### config.mk
export PLATFORM = sky130hd
export DESIGN_NAME = div_16b_seq_flat
export DESIGN_NICKNAME = d
export VERILOG_FILES = /design/src/rtl/div_16b_seq_if.sv /design/src/rtl/div_16b_seq.sv /design/src/flat_wrapper.sv
export SDC_FILE = /design/constraint.sdc
export NUM_CORES = 1
export LEC_CHECK = 0
export ABC_AREA = 1
export CAP_MARGIN = 20
export CORE_AREA = 2 2 116 118
export CTS_BUF_LIST = sky130_fd_sc_hd__clkbuf_4 sky130_fd_sc_hd__clkbuf_8
export CTS_CLUSTER_SIZE = 30
export DETAILED_ROUTE_END_ITERATION = 8
export DIE_AREA = 0 0 118 120
export GPL_TIMING_DRIVEN = 0
export PLACE_DENSITY = 0.67
export RECOVER_POWER = 25
export SYNTH_ARGS = -nofsm -noshare
export SYNTH_HDL_FRONTEND = slang
export SYNTH_SLANG_ARGS = --single-unit
### constraint.sdc
create_clock -name clk -period 2.96 [get_ports clk]
set_input_delay 0.444 -clock clk [delete_from_list [all_inputs] [get_ports clk]]
set_output_delay 0.444 -clock clk [all_outputs]
set_load 0.01 [all_outputs]
### src/rtl/div_16b_seq_if.sv
// Handshake and operand/result bundle for the sequential divider.
// The requester drives start/A/B; the divider returns busy/done and the results.
interface div_16b_seq_if #(
    parameter int unsigned WIDTH = 16
) ();
    logic             start;
    logic [WIDTH-1:0] A;
    logic [WIDTH-1:0] B;
    logic             busy;
    logic             done;
    logic [WIDTH-1:0] quotient;
    logic [WIDTH-1:0] remainder;
    logic             div_by_zero;

    modport master (
        output start, A, B,
        input  busy, done, quotient, remainder, div_by_zero
    );

    modport slave (
        input  start, A, B,
        output busy, done, quotient, remainder, div_by_zero
    );
endinterface

### src/rtl/div_16b_seq.sv
// Iterative unsigned shift-and-subtract divider retiring one quotient bit per cycle.
// A zero divisor skips the iterations and completes in one cycle with a flag.
module div_16b_seq #(
    parameter int unsigned WIDTH = 16
) (
    input  logic         clk,
    input  logic         rst,
    div_16b_seq_if.slave bus
);
    localparam int unsigned     CW   = $clog2(WIDTH);
    localparam logic [CW-1:0]   LAST = CW'(WIDTH - 1);
    localparam logic [WIDTH:0]  ONE  = (WIDTH + 1)'(1);

    typedef enum logic [1:0] {
        IDLE,
        RUN,
        DONE
    } state_t;

    state_t           state;
    logic [WIDTH-1:0] q_reg;
    logic [WIDTH-1:0] d_reg;
    logic [WIDTH-1:0] r_reg;
    logic [CW-1:0]    cnt;

    logic [WIDTH:0]   r_sh;
    logic [WIDTH:0]   diff;
    logic [WIDTH-1:0] q_sh;
    logic [WIDTH-1:0] q_n;
    logic [WIDTH-1:0] r_n;

    // The partial remainder is always below the divisor between iterations, so its
    // top bit is zero and only the shifted 17-bit value R' needs the extra bit.
    always_comb begin
        r_sh = {r_reg, q_reg[WIDTH-1]};
        q_sh = {q_reg[WIDTH-2:0], 1'b0};
        diff = r_sh + ~{1'b0, d_reg} + ONE;
        if (!diff[WIDTH]) begin
            r_n = diff[WIDTH-1:0];
            q_n = {q_reg[WIDTH-2:0], 1'b1};
        end else begin
            r_n = r_sh[WIDTH-1:0];
            q_n = q_sh;
        end
    end

    always_ff @(posedge clk) begin
        if (rst) begin
            state           <= IDLE;
            q_reg           <= '0;
            d_reg           <= '0;
            r_reg           <= '0;
            cnt             <= '0;
            bus.busy        <= 1'b0;
            bus.done        <= 1'b0;
            bus.quotient    <= '0;
            bus.remainder   <= '0;
            bus.div_by_zero <= 1'b0;
        end else begin
            case (state)
                IDLE, DONE: begin
                    bus.done <= 1'b0;
                    if (bus.start) begin
                        q_reg <= bus.A;
                        d_reg <= bus.B;
                        r_reg <= '0;
                        cnt   <= '0;
                        if (bus.B != '0) begin
                            state    <= RUN;
                            bus.busy <= 1'b1;
                        end else begin
                            state           <= DONE;
                            bus.done        <= 1'b1;
                            bus.quotient    <= '1;
                            bus.remainder   <= bus.A;
                            bus.div_by_zero <= 1'b1;
                        end
                    end else if (state == DONE) begin
                        state <= IDLE;
                    end
                end

                RUN: begin
                    q_reg <= q_n;
                    r_reg <= r_n;
                    cnt   <= cnt + CW'(1);
                    if (cnt == LAST) begin
                        state           <= DONE;
                        bus.busy        <= 1'b0;
                        bus.done        <= 1'b1;
                        bus.quotient    <= q_n;
                        bus.remainder   <= r_n;
                        bus.div_by_zero <= 1'b0;
                    end
                end

                default: begin
                    state    <= IDLE;
                    bus.busy <= 1'b0;
                    bus.done <= 1'b0;
                end
            endcase
        end
    end
endmodule

### src/flat_wrapper.sv
// flat-port wrapper written by rule: the top's interface ports become plain ports
module div_16b_seq_flat 
#(
    parameter int unsigned WIDTH = 16
)
  (clk, rst, bus_start, bus_A, bus_B, bus_busy, bus_done, bus_quotient, bus_remainder, bus_div_by_zero);
  div_16b_seq_if #(.WIDTH(WIDTH)) bus_i ();
  input  logic clk;
  input  logic rst;
  input wire logic [$bits(bus_i.start)-1:0] bus_start;
  input wire logic [$bits(bus_i.A)-1:0] bus_A;
  input wire logic [$bits(bus_i.B)-1:0] bus_B;
  output wire logic [$bits(bus_i.busy)-1:0] bus_busy;
  output wire logic [$bits(bus_i.done)-1:0] bus_done;
  output wire logic [$bits(bus_i.quotient)-1:0] bus_quotient;
  output wire logic [$bits(bus_i.remainder)-1:0] bus_remainder;
  output wire logic [$bits(bus_i.div_by_zero)-1:0] bus_div_by_zero;
  assign bus_i.start = bus_start;
  assign bus_i.A = bus_A;
  assign bus_i.B = bus_B;
  assign bus_busy = bus_i.busy;
  assign bus_done = bus_i.done;
  assign bus_quotient = bus_i.quotient;
  assign bus_remainder = bus_i.remainder;
  assign bus_div_by_zero = bus_i.div_by_zero;
  div_16b_seq #(.WIDTH(WIDTH)) u_core (.clk(clk), .rst(rst), .bus(bus_i));
endmodule
==> metrics.csv <==
stage,metric,value,unit
worst_setup_path,crit-path max cell delay,460,ps
cts,Post-CTS Resized,0,
cts,CTS Root Cell,clkbuf_8,
power_and_ir_drop,sw frac,0.3363,
layout,"commonest non-fill, non-tap cell in the layout",nand2_1,
logic_synthesis,synthesis-stage register bit count,89,
power_and_ir_drop,power after layout,3.372,mW
timing,Final min period,2325,ps
route,drt first pass iters,5,
floorplan,starting density of the core,0.3924,
worst_setup_path,R2R Setup Slk,630,ps
cts,Clock Sinks,89,
power_and_ir_drop,Leak,3.113,nW
route,DR WL/cell,12.69,µm
cts,clk buf depth,2,
power_and_ir_drop,Comb pwr share,0.291,
layout,most frequent cells in the layout,"nand2_1, dfxtp_1, inv_1",
timing,RSZ-0062 raised after global routing,no,
worst_setup_path,startpoint types,flip-flop,
logic_synthesis,Mapped Cells,788,
layout,register area,1782,µm²
placement,dpl hpwl,10.57,mm
layout,footprint of the multi-input gates,2790,µm²
worst_setup_path,critical-path cell list,inv_1 -> ha_1 -> inv_1 -> fa_1 -> nand2_1 -> nand2_1 -> nand3_1 -> nand2_2 -> nand2_2 -> nand3_1 -> nand2_4 -> buf_12 -> nand3_2 -> nand2_1 -> nand2_1 -> nand2_1,
worst_setup_path,"CP delay by family, top",simple AND/OR/NAND/NOR gates,
layout,layout cell share with drive strength beyond 1,0.08935,
logic_synthesis,mapped cell area,5094,µm²
timing,setup TNS,0,ps
route,final wirelength,13.32,mm
floorplan,cell row count,42,
power_and_ir_drop,Clock power frac,0.314,
run_status,status,finished clean,
global_route,grt ovf,0,
worst_setup_path,CP max stage cell,fa_1,
logic_synthesis,count of different cell masters after synthesis,33,
cts,post-CTS setup repair buffer count,0,
route,Post-route DRC,0,
floorplan,die area,14160,µm²
timing,Final Hold Viols,0,
layout,fill count,1387,
cts,clock-pin transition on the worst setup and hold timing paths,100,ps
global_route,global-route wire length before repair,22.15,mm
worst_setup_path,Worst EP required,3290,ps
hold_path,hold path depth,1,
power_and_ir_drop,Int Pwr,2.238,mW
power_and_ir_drop,Switch Pwr,1.134,mW
flow_run,total of max-cap violations,0,
route,vias post-DR,4972,
worst_setup_path,"most used cell, CP",nand2_1,
timing,final setup vio count,0,
floorplan,I/O pins,70,
floorplan,Die Ht,120,µm
floorplan,core area,12980,µm²
logic_synthesis,syn nets,841,
global_route,initial antenna violation count,0,
cts,H-tree depth,3,
route,Final ANT Viol Nets,0,
route,Vias/cell,4.740,
cts,CTS tree,done,
worst_setup_path,crit path DAT,2660,ps
cts,worst skew pair latency,390,ps
route,DR iter-0 viols,351,
cts,CTS hold repair buffers,0,
logic_synthesis,register area share after synthesis,0.3498,
hold_path,hold crit path type,reg -> reg,
power_and_ir_drop,worst vdd ir,0.4120,mV
worst_setup_path,R2R depth,16,
timing,max-slew violations,0,
power_and_ir_drop,pwr/cell area,539.2,nW/µm²
placement,IO Port Bufs,69,
worst_setup_path,Buf/Inv on CP,3,
timing,Final Skew,15.75,ps
floorplan,Die Wd,118,µm
logic_synthesis,mean post-synth cell area,6.464,µm²
worst_setup_path,WS Path Type,reg -> reg,
layout,Final Util,0.4818,
global_route,largest net degree at the start of global routing,17,
layout,Antenna diodes,0,
timing,period utilization,0.7856,
worst_setup_path,stages on the worst setup path,16,
placement,routability cong.,0.8700,
timing,Max Clock Freq,0.4300,GHz
worst_setup_path,CP endpoint kind,flip-flop,
timing,Slew @ Worst Pin,575.3,ps
logic_synthesis,Yosys warning total,0,
cts,Num CTS Buffers,9,
timing,Slew Limit Headroom,0.6165,
power_and_ir_drop,sequential power share,0.396,
layout,nets,921,
worst_setup_path,top fanout value on the critical path,10,
global_route,Total Routing Usage GR,0.1970,
layout,Area Overhead vs Synth,22.77,%
global_route,vias in the first global route,4531,
## synthesized netlist by cell type
library cell,n,area [µm²]
a211oi_1,2,15.01
a21oi_1,61,305.3
a21oi_2,1,8.760
a31oi_1,1,6.260
and2_1,4,25.02
buf_1,1,3.750
buf_12,2,40.04
buf_2,8,40.04
buf_4,2,15.01
clkbuf_1,21,78.83
clkinv_1,2,7.510
dfxtp_1,89,1782
fa_1,1,20.02
ha_1,17,212.7
inv_1,86,322.8
inv_2,3,11.26
nand2_1,320,1201
nand2_2,7,43.79
nand2_4,2,22.52
nand3_1,64,320.3
nand3_2,18,180.2
nand3_4,1,17.52
nand4_1,3,18.77
nor2_1,24,90.09
nor2_2,3,18.77
nor2_4,1,11.26
o211ai_1,1,7.510
o21a_1,1,7.510
o21ai_0,18,90.09
o21ai_2,1,8.760
or2_1,1,6.260
or2_2,15,93.84
xor2_1,7,61.31
## stage by stage
stage / hold slack [ps] / setup WS [ps] / instance area, µm² / cells
global placement: 427.1 / 507.5 / 6005 / 1033
floorplan: 413.2 / 912.4 / 5094 / 788
detailed placement: 430.2 / 510.4 / 6005 / 1033
CTS: 447.5 / 624.9 / 6257 / 1049
finish: 444.1 / 634.5 / 6254 / 1049
global route: 453.0 / 396.9 / 6254 / 1049
## layer usage
layer	wire length, µm	GRT usage	up-vias	share of wire
met5	0	0	-	0
met4	208	0.05497	0	0.016
met3	865	0.05086	16	0.065
met2	5964	0.3187	146	0.45
met1	6277	0.2603	2188	0.47
li1	-	-	2622	-
## layout make-up
type	instances	share of cell area
clock buffer	9	0.01981
multi-input combinational	574	0.4462
sequential	89	0.2849
tap	176	0.03521
timing repair buffer	69	0.1104
inverter	91	0.05462
buffer	34	0.02821
clock inverter	7	0.02061
## cell families (layout without fill, tap and decap cells)
logic type | after synthesis | after routing | share of synthesized area
AO/OA/AOI/OAI | 86 | 86 | 0.08819
XOR/XNOR | 7 | 7 | 0.01204
adder cells (fa/ha/maj) | 18 | 18 | 0.04569
buffers and inverters | 125 | 210 | 0.1019
flip-flops | 89 | 89 | 0.3498
AND/OR/NAND/NOR | 463 | 463 | 0.4024
## path summary, 6_finish.rpt
check                                      from                              endpoint
setup reg to reg  u_core.q_reg[15]$_SDFFE_PP0P_  u_core.bus.remainder[3]$_SDFFE_PP0P_
setup / recovery  u_core.q_reg[15]$_SDFFE_PP0P_  u_core.bus.remainder[3]$_SDFFE_PP0P_
hold / removal     u_core.state[0]$_SDFFE_PP0P_          u_core.bus.busy$_SDFFE_PP0P_
hold reg to reg    u_core.state[0]$_SDFFE_PP0P_          u_core.bus.busy$_SDFFE_PP0P_
## power by group through the flow
stage / clock [mW] / combinational, mW / sequential, mW
3_3_place_gp: 0 / 0.976 / 1.36
5_1_grt: 1.13 / 1.10 / 1.34
2_1_floorplan: 0 / 0.689 / 1.36
4_1_cts: 1.07 / 0.987 / 1.33
3_5_place_dp: 0 / 0.983 / 1.36
6_report: 1.06 / 0.981 / 1.33
Power figures use the tool's default switching activity.
